===== src/rtl/predecode_queue.sv =====
// Instruction queue between fetch and decode. Each MIPS word is classified and its
// register fields are extracted on the way in, so the head entry carries them ready-made.
module predecode_queue #(
    parameter int DEPTH       = 4,
    parameter bit EN_SPECIAL2 = 1'b1
) (
    input  logic                       clk,
    input  logic                       reset,
    input  logic                       in_valid,
    output logic                       in_ready,
    input  logic [31:0]                in_instruction,
    input  logic [31:0]                in_pc,
    input  logic                       flush,
    output logic                       out_valid,
    input  logic                       out_ready,
    output logic [31:0]                out_instruction,
    output logic [31:0]                out_pc,
    output logic [4:0]                 out_regRead1,
    output logic [4:0]                 out_regRead2,
    output logic [4:0]                 out_dest,
    output logic [2:0]                 out_class,
    output logic                       out_unknown,
    output logic [$clog2(DEPTH+1)-1:0] count
);

    localparam int PW = $clog2(DEPTH);
    localparam int CW = $clog2(DEPTH+1);

    localparam logic [2:0] CLS_ALU    = 3'd0;
    localparam logic [2:0] CLS_LOAD   = 3'd1;
    localparam logic [2:0] CLS_STORE  = 3'd2;
    localparam logic [2:0] CLS_BRANCH = 3'd3;
    localparam logic [2:0] CLS_JUMP   = 3'd4;
    localparam logic [2:0] CLS_MULDIV = 3'd5;
    localparam logic [2:0] CLS_CP0    = 3'd6;
    localparam logic [2:0] CLS_OTHER  = 3'd7;

    typedef struct packed {
        logic [4:0] rr1;
        logic [4:0] rr2;
        logic [4:0] dest;
        logic [2:0] cls;
        logic       unknown;
    } pd_t;

    typedef struct packed {
        logic [31:0] instr;
        logic [31:0] pc;
        pd_t         pd;
    } entry_t;

    // Anything not matched below keeps the unknown/OTHER default with zeroed register fields.
    function automatic pd_t predecode(input logic [5:0] op, input logic [4:0] rs,
                                      input logic [4:0] rt, input logic [4:0] rd,
                                      input logic [5:0] fn);
        pd_t d;
        d = '{5'd0, 5'd0, 5'd0, CLS_OTHER, 1'b1};
        case (op)
            6'h00: begin
                case (fn)
                    6'h20, 6'h21, 6'h22, 6'h23, 6'h24,
                    6'h25, 6'h26, 6'h27, 6'h2A, 6'h2B: d = '{rs, rt, rd, CLS_ALU, 1'b0};
                    6'h00, 6'h02, 6'h03:               d = '{rt, 5'd0, rd, CLS_ALU, 1'b0};
                    6'h04, 6'h06, 6'h07:               d = '{rt, rs, rd, CLS_ALU, 1'b0};
                    6'h08:                             d = '{rs, 5'd0, 5'd0, CLS_JUMP, 1'b0};
                    6'h09:                             d = '{rs, 5'd0, rd, CLS_JUMP, 1'b0};
                    6'h18, 6'h19, 6'h1A, 6'h1B:        d = '{rs, rt, 5'd0, CLS_MULDIV, 1'b0};
                    6'h10, 6'h12:                      d = '{5'd0, 5'd0, rd, CLS_MULDIV, 1'b0};
                    6'h11, 6'h13:                      d = '{rs, 5'd0, 5'd0, CLS_MULDIV, 1'b0};
                    6'h0C:                             d = '{5'd0, 5'd0, 5'd0, CLS_OTHER, 1'b0};
                    default: ;
                endcase
            end
            6'h01: begin
                case (rt)
                    5'h00, 5'h01: d = '{rs, 5'd0, 5'd0, CLS_BRANCH, 1'b0};
                    5'h10, 5'h11: d = '{rs, 5'd0, 5'd31, CLS_BRANCH, 1'b0};
                    default: ;
                endcase
            end
            6'h02:               d = '{5'd0, 5'd0, 5'd0, CLS_JUMP, 1'b0};
            6'h03:               d = '{5'd0, 5'd0, 5'd31, CLS_JUMP, 1'b0};
            6'h04, 6'h05:        d = '{rs, rt, 5'd0, CLS_BRANCH, 1'b0};
            6'h06, 6'h07:        d = '{rs, 5'd0, 5'd0, CLS_BRANCH, 1'b0};
            6'h08, 6'h09, 6'h0A, 6'h0B,
            6'h0C, 6'h0D, 6'h0E, 6'h0F: d = '{rs, 5'd0, rt, CLS_ALU, 1'b0};
            6'h10: begin
                if (rs == 5'h00)
                    d = '{5'd0, 5'd0, rt, CLS_CP0, 1'b0};
                else if (rs == 5'h04)
                    d = '{rt, 5'd0, 5'd0, CLS_CP0, 1'b0};
                else if (rs == 5'h10 && fn == 6'h18)
                    d = '{5'd0, 5'd0, 5'd0, CLS_OTHER, 1'b0};
            end
            6'h1C: begin
                if (EN_SPECIAL2 && (fn == 6'h00 || fn == 6'h01 || fn == 6'h04))
                    d = '{rs, rt, 5'd0, CLS_MULDIV, 1'b0};
            end
            6'h20, 6'h21, 6'h23, 6'h24, 6'h25: d = '{rs, 5'd0, rt, CLS_LOAD, 1'b0};
            6'h28, 6'h29, 6'h2B:               d = '{rs, rt, 5'd0, CLS_STORE, 1'b0};
            default: ;
        endcase
        return d;
    endfunction

    entry_t        mem [DEPTH];
    logic [PW-1:0] wr_ptr;
    logic [PW-1:0] rd_ptr;
    pd_t           pd_in;
    entry_t        head;
    logic          push;
    logic          pop;

    assign pd_in     = predecode(in_instruction[31:26], in_instruction[25:21],
                                 in_instruction[20:16], in_instruction[15:11],
                                 in_instruction[5:0]);
    assign in_ready  = (count != CW'(DEPTH));
    assign out_valid = (count != '0);
    assign push      = in_valid & in_ready;
    assign pop       = out_valid & out_ready;

    always_ff @(posedge clk or posedge reset) begin
        if (reset) begin
            wr_ptr <= '0;
            rd_ptr <= '0;
            count  <= '0;
        end else if (flush) begin
            wr_ptr <= '0;
            rd_ptr <= '0;
            count  <= '0;
        end else begin
            if (push)
                wr_ptr <= wr_ptr + PW'(1);
            if (pop)
                rd_ptr <= rd_ptr + PW'(1);
            if (push && !pop)
                count <= count + CW'(1);
            else if (pop && !push)
                count <= count - CW'(1);
        end
    end

    // Payload storage carries no reset; the count gates everything visible at the head.
    always_ff @(posedge clk) begin
        if (push && !flush)
            mem[wr_ptr] <= '{in_instruction, in_pc, pd_in};
    end

    assign head            = out_valid ? mem[rd_ptr] : '0;
    assign out_instruction = head.instr;
    assign out_pc          = head.pc;
    assign out_regRead1    = head.pd.rr1;
    assign out_regRead2    = head.pd.rr2;
    assign out_dest        = head.pd.dest;
    assign out_class       = head.pd.cls;
    assign out_unknown     = head.pd.unknown;

endmodule


===== config.mk =====
export PLATFORM = sky130hd
export DESIGN_NAME = predecode_queue
export DESIGN_NICKNAME = d
export VERILOG_FILES = /design/src/rtl/predecode_queue.sv
export SDC_FILE = /design/constraint.sdc
export NUM_CORES = 1
export LEC_CHECK = 0
export CAP_MARGIN = 15
export CORE_ASPECT_RATIO = 1.1
export CORE_MARGIN = 3
export CORE_UTILIZATION = 63
export CTS_CLUSTER_SIZE = 16
export DETAILED_ROUTE_END_ITERATION = 7
export DONT_BUFFER_PORTS = 1
export PLACE_DENSITY = 0.83
export SLEW_MARGIN = 20
export SYNTH_ARGS = -nofsm -noshare
export SYNTH_HDL_FRONTEND = slang
export SYNTH_SLANG_ARGS = --single-unit
export TNS_END_PERCENT = 50

===== constraint.sdc =====
create_clock -name clk -period 4.15 [get_ports clk]
set_clock_uncertainty 0.05 [all_clocks]
set_input_delay 0.6225 -clock clk [delete_from_list [all_inputs] [get_ports clk]]
set_output_delay 0.6225 -clock clk [all_outputs]
set_load 0.02 [all_outputs]

Word-level counts from Yosys, hierarchy flattened
Memories as Yosys holds them, arrays and structs flattened.
Cells that the tools add are included.
W data, S select, Z words.
{"block": "classes", "mux": 17, "bitwise": 2, "n_eq_ne": 58, "reduce_logical": 30, "add_sub_neg": 4}
{"op": "$pmux W19 S11", "n": 1}
{"op": "$pmux W19 S9", "n": 1}
{"op": "$eq A6 B6 Y1 const B", "n": 18}
{"op": "$mux W83", "n": 1}
{"op": "$eq A6 B4 Y1 const B", "n": 11}
{"op": "$eq A6 B5 Y1 const B", "n": 10}
{"op": "$mux W19", "n": 3}
{"op": "$eq A6 B3 Y1 const B", "n": 7}
{"op": "$pmux W19 S2", "n": 1}
{"op": "$eq A6 B2 Y1 const B", "n": 4}
{"op": "$eq A5 B5 Y1 const B", "n": 3}
{"op": "$eq A6 B1 Y1 const B", "n": 2}
{"op": "$logic_not A6 Y1", "n": 2}
{"op": "$reduce_or A2 Y1", "n": 6}
{"op": "$logic_not A5 Y1", "n": 2}
{"op": "$reduce_or A10 Y1", "n": 1}
{"op": "$mux W3", "n": 3}
{"op": "$reduce_or A3 Y1", "n": 3}
{"op": "$mux W2", "n": 4}
{"op": "$reduce_or A8 Y1", "n": 1}
{"op": "$reduce_bool A3 Y1", "n": 2}
{"op": "$eq A5 B1 Y1 const B", "n": 1}
{"op": "$eq A5 B3 Y1 const B", "n": 1}
{"op": "$reduce_or A5 Y1", "n": 1}
{"op": "other kinds (11)", "n": 22}
{"block": "word_totals", "output_inout_bits": 88, "in_bits": 69, "ramBits": 332, "reg_bits": 7, "mem_count": 1, "word_cells": 115}
{"name": "mem", "depth": 4, "width": 83, "rd": 1, "rd_clocked_by_memory_dff": 0, "write_ports": 1, "line": "106", "rtl": "entry_t mem [DEPTH];"}

Logic depth before layout (Yosys ltp)
Gate-level depths: netlist of the first run.
{"block": "logic_depth", "word_depth": 7, "ltp_mapped": 7, "mapped_depth_nobuf": 6}

Least setup slack after synthesis of the first run
Ideal clock, no wire load.
{"block": "synth_timing", "kind": "reg-to-reg", "startpoint": "register count[2]", "endpoint": "memory mem[0][0] (netlist name), enable pin", "path_slack_ps": 430, "stages_incl_launch_ff": 6, "t_arrival_ps": 3219, "setup_time_ps": 451, "required_time_ps": 3649, "path_cell_list": "dfrtp_1 -> or3b_1 -> clkbuf_1 -> nand2_1 -> nor2_1 -> and2_1"}
{"block": "synth_via", "elab_chain_len": 5}
{"item": "start: declaration", "line": "23", "rtl": "output logic [$clog2(DEPTH+1)-1:0] count"}
{"item": "start signal: assignment", "line": "137", "rtl": "count <= count + CW'(1);"}
{"item": "start signal: assignment", "line": "139", "rtl": "count <= count - CW'(1);"}
{"item": "$ne A3 B3 Y1", "line": "117", "rtl": "assign in_ready = (count != CW'(DEPTH));"}
{"item": "via in_ready", "line": "10", "rtl": "output logic in_ready,"}
{"item": "$and A1 B1 Y1", "line": "119", "rtl": "assign push = in_valid & in_ready;"}
{"item": "$logic_and A1 B1 Y1", "line": "145", "rtl": "if (push && !flush)"}
{"item": "$mux W1", "line": "145"}
{"item": "$mux W1 (not written as such)", "line": "146", "rtl": "mem[wr_ptr] <= '{in_instruction, in_pc, pd_in};"}
{"item": "end: declaration", "line": "106"}
The timed path passes the listed nets, and every way through them passes these cells.

Worst setup path in the final report of the first run
{"block": "layout_timing", "startpoint": "register rd_ptr[0]", "endpoint": "output port out_instruction[11]"}
{"block": "layout_via", "elab_chain_len": 2}
{"item": "start: declaration", "line": "108", "rtl": "logic [PW-1:0] rd_ptr;"}
{"item": "start signal: assignment", "line": "135", "rtl": "rd_ptr <= rd_ptr + PW'(1);"}
{"item": "$mem_v2 Z4 W83"}
{"item": "$mux W83", "line": "149", "rtl": "assign head = out_valid ? mem[rd_ptr] : '0;"}
{"item": "end: declaration", "line": "16", "rtl": "output logic [31:0] out_instruction,"}
No other way between the ends.

==> results of run 1 <==
report_power, final:
part / leakage, uW / total (uW) / internal, uW / switching, uW
clock network: 0.000459 / 2620 / 1480 / 1140
logic: 0.00120 / 2380 / 918 / 1460
registers: 0.00311 / 4200 / 4000 / 210
final timing paths:
kind | startpoint | endpoint | slack [ns]
worst max-delay path | rd_ptr[0] | out_instruction[11] | 0.85
worst min-delay path | flush | wr_ptr[1] | 0.08
worst max register to register | count[0] | mem[3][25] | 1.34
worst min register to register | wr_ptr[1] | wr_ptr[1] | 0.55
max in group asynchronous | reset | rd_ptr[1] | 3.40
min in group asynchronous | reset | rd_ptr[0] | 0.40
kinds of logic after synthesis:
| kind of cell | after synthesis |
|---|---|
| buffers and inverters | 63 |
| muxes | 84 |
| and+or+nand+nor | 165 |
| AOI/OAI and AO/OA | 64 |
| DFF | 339 |
| adders and majority gates | 5 |
| xor gates and xnor gates | 6 |
critical path, delay by kind of cell, from the launching register on:
family,cells,cell delay (ns)
buffers and inverters,1,0.32
multiplexers,1,0.56
flip-flops,1,0.91
AND/OR/NAND/NOR,1,0.25
layout make-up:
type | instances | area [um2] | area share
Sequential cell | 339 | 10150 | 0.6713
Tap cell | 290 | 362.8 | 0.02399
Clock inverter | 21 | 142.6 | 0.009432
Clock buffer | 35 | 790.8 | 0.05229
Inverter | 22 | 82.58 | 0.005460
Multi-Input combinational cell | 324 | 3440 | 0.2274
Timing Repair Buffer | 10 | 152.6 | 0.01009
what timing repair did:
item                                   CTS  global route
hold buffers                             1             0
gates resized for setup                  0             0
endpoints found under the hold margin    7             0
stage by stage:
step	hold WS (ns)	util	instance area (um2)	std cells
after floorplan	0.3759	-	13830	726
after global placement	0.3971	0.6614	14180	984
after detailed placement	0.4183	0.6614	14180	984
after CTS	0.06487	0.7054	15120	1041
after global routing	0.06036	0.7054	15120	1041
final	0.07907	0.7054	15120	1041
flip-flops by register name, summed over array words and instances (netlist names):
signal / flops
mem: 332
count: 3
rd_ptr: 2
wr_ptr: 2
layer usage:
metal,track usage,vias to the layer above,part of all wire
li1,-,2901,-
met1,0.3107,3425,0.38
met2,0.3755,351,0.50
met3,0.06481,53,0.096
met4,0.06017,0,0.022
met5,0,-,0
Yosys cell counts (2+ instances only):
master	count
or3_1	2
a211oi_1	5
nand2_1	17
and2_1	90
buf_2	10
nand3_1	4
a21oi_1	14
nand4_1	2
o21a_1	2
o21ai_1	2
nor3_1	3
edfxtp_1	332
nor4_1	3
nand2b_1	7
clkbuf_1	28
and3_1	6
mux4_2	83
ha_1	4
o31ai_1	3
a211o_1	2
xor2_1	4
nor2_1	22
nand3b_1	2
buf_1	2
a22o_1	5
o21ai_0	6
a2111oi_0	2
dfrtp_1	7
xnor2_1	2
o221ai_1	7
inv_1	22
==> metrics.md, run 1 <==
| Metric | Value |
|---|---|
| Number of antenna repair diodes | 0 |
| # clock sinks | roughly 340 |
| Multiplexer area fraction after synthesis | 0.1359 |
| Hold path depth | 1 |
| Adder-cell area share of the yosys netlist | 0.005066 |
| Standard-cell rows | 56 |
| Die H | 161.4 um |
| Worst min-delay path category | primary input to flip-flop |
| Final period demand of the worst path | approximately 3.3 ns |
| Synthesized netlist net count | 800 |
| Final count of pins violating max slew | 0 |
| TritonCTS clock tree | built |
| Slowest cell delay on critical path | approximately 0.91 ns |
| Count of yosys warnings during synthesis | 0 |
| Layout Area Growth over Synthesis | 9.355% |
| Register clock-pin slew on the reported worst setup and hold paths | ~0.060 ns |
| Post-DP HPWL | about 17 mm |
| Remaining max-slew budget at the tightest pin | 0.4862 |
| Avg Inst Size Synth | 19.05 um2 |
| Commonest cells after routing, fill and taps aside | edfxtp_1 (332), and2_1 (86), mux4_2 (83) |
| Port bufs | 0 |
| Total power density per cell area | between 600 and 700 nW/um2 |
| Detailed-route wire length | between 20 and 30 mm |
| Die extent in x | around 150 um |
| Run status | completed |
| Tot GR Track Use | 0.2288 |
| Final Hold Violating Endpoints | 0 |
| Total Neg Setup Slack | 0 ns |
| Compound-cell area share of the yosys netlist | 0.03474 |
| Routed via count | a little under 7000 |
| Source-to-sink clock delay at the later pin of the worst-skew pair | approximately 0.55 ns |
| Fin nets | between 800 and 900 |
| Number of antenna violations at the first check in global routing | 0 |
| Dominant cell type by area after synthesis | edfxtp_1 |
| Type of element launching the critical path | flip-flop |
| Final weighted congestion in routability-driven placement | ~0.85 |
| Initial Util | 0.6450 |
| Max-cap check violation count | 0 |
| Pwr Total | slightly above 9000 uW |
| Top_reg_cell synth | edfxtp_1 |
| Fraction of synthesized cell area in xor and xnor cells | 0.003800 |
| Largest buffer count on any clock path | 3 |
| Gate Count Post-Synth | 726 |
| Highest achievable clock rate | between 0.3 and 0.4 GHz |
| Via-per-instance ratio | between 6 and 7 |
| Startpoint-to-endpoint class of the critical path | flip-flop to primary output |
| Full die area | 23770 um2 |
| Period utilization | 0.7959 |
| Number of enable flip-flop cells after synthesis | ~330 |
| Setup WS post-layout | between 0.8 and 0.9 ns |
| DR DRC count | 0 |
| Post-Synthesis Cell Area | 13830 um2 |
| Count of cells along the worst register-to-register path | 5 |
| Seq/Total Area, Yosys | 0.7336 |
| Top cells by area, synth | edfxtp_1 (72%), mux4_2 (14%), and2_1 (4.1%) |
| Leak | 0.004778 uW |
| Critical path data required time | around 3.5 ns |
| Global route total overflow | 0 |
| Inserted Clock Buffers | 31 |
| Largest fanout on the critical path | 36 |
| Slowest stage cell on the critical path | dfrtp_4 |
| Num ports | ~160 |
| Area fraction in and, or, nand and nor cells after synthesis | 0.06840 |
| 1st-iter DRT viols | about 810 |
| Area share of the leading cell type in the synthesized netlist | 0.7209 |
| Share of flip-flops with an asynchronous set or reset | 0.02065 |
| Filler Cells Inserted | between 1000 and 1500 |
| Series of cell instances along the critical path | buf_12, mux4_2, and2_1 |
| Total setup violations reported at the end of the flow | 0 |
| Area of the placeable core | about 21000 um2 |
| Worst Tran Pin Value | roughly 0.77 ns |
| Wire per inst | around 26 um |
| H-tree levels | 1 |
| Sort of element at the end of the critical path | primary output |
| Most frequent standard cell in the layout excluding fill and tap cells | edfxtp_1 |
| Worst setup slack after placement | between 1 and 1.5 ns |
| Share of cells above drive strength 1 | 0.1904 |
| Root buf cell | clkbuf_16 |
| First-pass GRT wire length | between 40 and 50 mm |
| Pin count of the biggest net entering global routing | 86 |
| Vias in the first global route | around 7000 |
| Endpoint arrival time on the critical path | approximately 2.6 ns |
| First drt pass iteration count | 7 |
| Post-CTS Setup Inserts | 0 |
| Peak ir drop on the vdd network | around 0.00040 V |
| Setup repair after global routing missed its margin | false |
| Yosys cell types | 57 |
| Flip-flop and latch count after synthesis | about 340 |
| Combinational family with the most area after synthesis | multiplexers |
| Post-route ant nets | 0 |
Note: power is estimated with default switching activity, not from simulation.
==> inputs of run 2 (changes only) <==
==> constraint.sdc (replaced) <==
create_clock -name clk -period 3.2 [get_ports clk]
set_clock_uncertainty 0.05 [all_clocks]
set_input_delay 0.48 -clock clk [delete_from_list [all_inputs] [get_ports clk]]
set_output_delay 0.48 -clock clk [all_outputs]
set_load 0.02 [all_outputs]
==> run 2 against run 1 <==
  * Clock power rose by 42%
  * Die area unchanged
  * Worst setup slack lost 0.60 ns
  * Non-clock buffer count rose by 7
  * Sequential cell count did not move
  * First-iteration DRC count is 26% lower
  * Largest cell class unchanged
  * Highest routed layer unchanged
==> metrics.md, run 2 (synthesis results as in run 1) <==
| Metric | Value |
|---|---|
| Largest buffer count on any clock path | 3 (unchanged) |
| CP top delay family | simple AND/OR/NAND/NOR gates (was flip-flops) |
| Final standard cell area without fillers | 15370 um2 (was 15120 um2) |
| First-pass GRT wire length | 42.71 mm (was 41.81 mm) |
| Post-route ant nets | 0 (unchanged) |
| Final weighted congestion in routability-driven placement | 0.8659 (was 0.8501) |
| Detailed-route wire length | 27.58 mm (was 26.78 mm) |
| Die H | 161.4 um (unchanged) |
| Num ports | 157 (unchanged) |
| Layout Area Growth over Synthesis | 11.12% (was 9.355%) |
| Standard-cell rows | 56 (unchanged) |
| Worst min-delay path category | primary input to flip-flop (unchanged) |
| Initial Util | 0.6450 (unchanged) |
| Full die area | 23770 um2 (unchanged) |
| Post-CTS Setup Inserts | 0 (unchanged) |
| Register clock-pin slew on the reported worst setup and hold paths | 0.06 ns (about the same) |
| Wire per inst | 26.19 um (was 25.72 um) |
| Share of cells above drive strength 1 | 0.2045 (was 0.1904) |
| Final period demand of the worst path | 2.954 ns |
| Post-DP HPWL | 17.00 mm (was 16.59 mm) |
| Period utilization | 0.9233 |
| Pin count of the biggest net entering global routing | 86 (unchanged) |
| # clock sinks | 339 (unchanged) |
| Largest regs | mem x332, count x3 (unchanged) |
| Total setup violations reported at the end of the flow | 0 (unchanged) |
| Final standard cell count with taps included and fillers excluded | 1053 (was 1041) |
| H-tree levels | 2 (was 1) |
| Total power density per cell area | 802.5 nW/um2 (was 608.5 nW/um2) |
| Final count of pins violating max slew | 0 (unchanged) |
| Remaining max-slew budget at the tightest pin | 0.4298 (was 0.4862) |
| Setup repair after global routing missed its margin | false (unchanged) |
| TritonCTS clock tree | built (unchanged) |
| DR DRC count | 0 (unchanged) |
| Cell total after placement | 989 (was 984) |
| Root buf cell | clkbuf_16 (unchanged) |
| Critical path data required time | 2.67 ns (was 3.48 ns) |
| Global route total overflow | 0 (unchanged) |
| Slowest cell delay on critical path | 0.63 ns (was 0.91 ns) |
| Number of antenna violations at the first check in global routing | 0 (unchanged) |
| Number of flip-flops in the largest register | 332 (unchanged) |
| 1st-iter DRT viols | 597 (was 805) |
| Port bufs | 0 (unchanged) |
| Fin nets | 812 (was 802) |
| Worst Tran Pin Value | 0.8337 ns (was 0.7707 ns) |
| Instance area after placement | 14280 um2 (was 14180 um2) |
| Type of element launching the critical path | flip-flop (unchanged) |
| Inserted Clock Buffers | 34 (was 31) |
| First drt pass iteration count | 5 (was 7) |
| Buf+Inv Stages, Crit Path | 1 (unchanged) |
| Via-per-instance ratio | 6.500 (was 6.465) |
| Max-cap check violation count | 0 (unchanged) |
| Routed via count | 6844 (was 6730) |
| Peak ir drop on the vdd network | 0.0007327 V (was 0.0003983 V) |
| Most frequent standard cell in the layout excluding fill and tap cells | edfxtp_1 (unchanged) |
| Largest fanout on the critical path | 85 (was 36) |
| Biggest register | mem (unchanged) |
| Startpoint-to-endpoint class of the critical path | flip-flop to primary output (unchanged) |
| Vias in the first global route | 7290 (was 7035) |
| Slowest stage cell on the critical path | buf_4 (was dfrtp_4) |
| Sort of element at the end of the critical path | primary output (unchanged) |
| Area of the placeable core | 21440 um2 (unchanged) |
| Commonest cells after routing, fill and taps aside | edfxtp_1 (332), and2_1 (86), mux4_2 (83) (unchanged) |
| Highest achievable clock rate | 0.3385 GHz |
| Tot GR Track Use | 0.2348 (was 0.2288) |
| Final Hold Violating Endpoints | 0 (unchanged) |
| Endpoint arrival time on the critical path | 2.42 ns (was 2.63 ns) |
| Source-to-sink clock delay at the later pin of the worst-skew pair | 0.50 ns (was 0.55 ns) |
| Number of antenna repair diodes | 0 (unchanged) |
| Series of cell instances along the critical path | or3_2, buf_4, and2_1 (was buf_12, mux4_2, and2_1) |
| Run status | completed (unchanged) |
| Leak | 0.004891 uW (was 0.004778 uW) |
| Die extent in x | 147.3 um (unchanged) |
run 2: cell types whose count changed in the layout (fill, tap and decap cells not counted):
cell | previous run | this run
clkinv_1 | 13 | 3
clkbuf_1 | 4 | 11
clkbuf_16 | 31 | 37
buf_12 | 6 | 11
clkinv_2 | 5 | 8
dlygate4sd3_1 | 1 | 3
bufinv_16 | 2 | 1
run 2: what timing repair did:
action,CTS,global route
gates resized for setup,0,0
endpoints found under the hold margin,13,1
hold buffers,2,1
run 2: worst paths after layout:
check / startpoint / to / slack (ns) / depth (start not counted)
min in group asynchronous: reset / wr_ptr[1] / 0.32 / 2
max in group asynchronous: reset / rd_ptr[0] / 2.51 / 2
hold reg to reg: wr_ptr[1] / wr_ptr[1] / 0.55 / 2
hold / removal: in_pc[7] / mem[3][26] / 0.03 / 0
setup reg to reg: count[0] / mem[2][56] / 0.62 / 5
setup / recovery: count[0] / out_instruction[23] / 0.25 / 3
run 2: report_power, final:
part	switching, uW	internal [uW]
registers	175	5180
clock network	1520	2200
logic	2040	1220
total	3740	8590
run 2: layout make-up:
type,count,area (um2)
clock buffers,48,967.2
multi-input cells,324,3440
fillers,1263,6073
well taps,290,362.8
inverters,22,82.58
flip-flops and latches,339,10150
clock inverters,13,90.09
repair buffers,17,272.8
run 2: metrics by stage:
| step | setup TNS [ns] | setup WS [ns] | total power (uW) | util | hold WS [ns] |
|---|---|---|---|---|---|
| 2_1_floorplan | -86.16 | -0.5190 | 8087 | - | 0.2334 |
| 3_3_place_gp | 0 | 0.7875 | 8633 | 0.6660 | 0.2515 |
| 3_5_place_dp | 0 | 0.6374 | 8742 | 0.6660 | 0.2829 |
| 4_1_cts | 0 | 0.2746 | 12470 | 0.7163 | 0.0006284 |
| 5_1_grt | 0 | 0.1651 | 12810 | 0.7167 | 0.004053 |
| 6_report | 0 | 0.2455 | 12330 | 0.7167 | 0.02573 |
run 2: layer usage:
layer | wire, um | share of wire | track usage
met1 | 10650 | 0.39 | 0.3190
met2 | 13800 | 0.50 | 0.3889
met5 | 0 | 0 | 0
met3 | 2584 | 0.094 | 0.06229
met4 | 550 | 0.020 | 0.06102
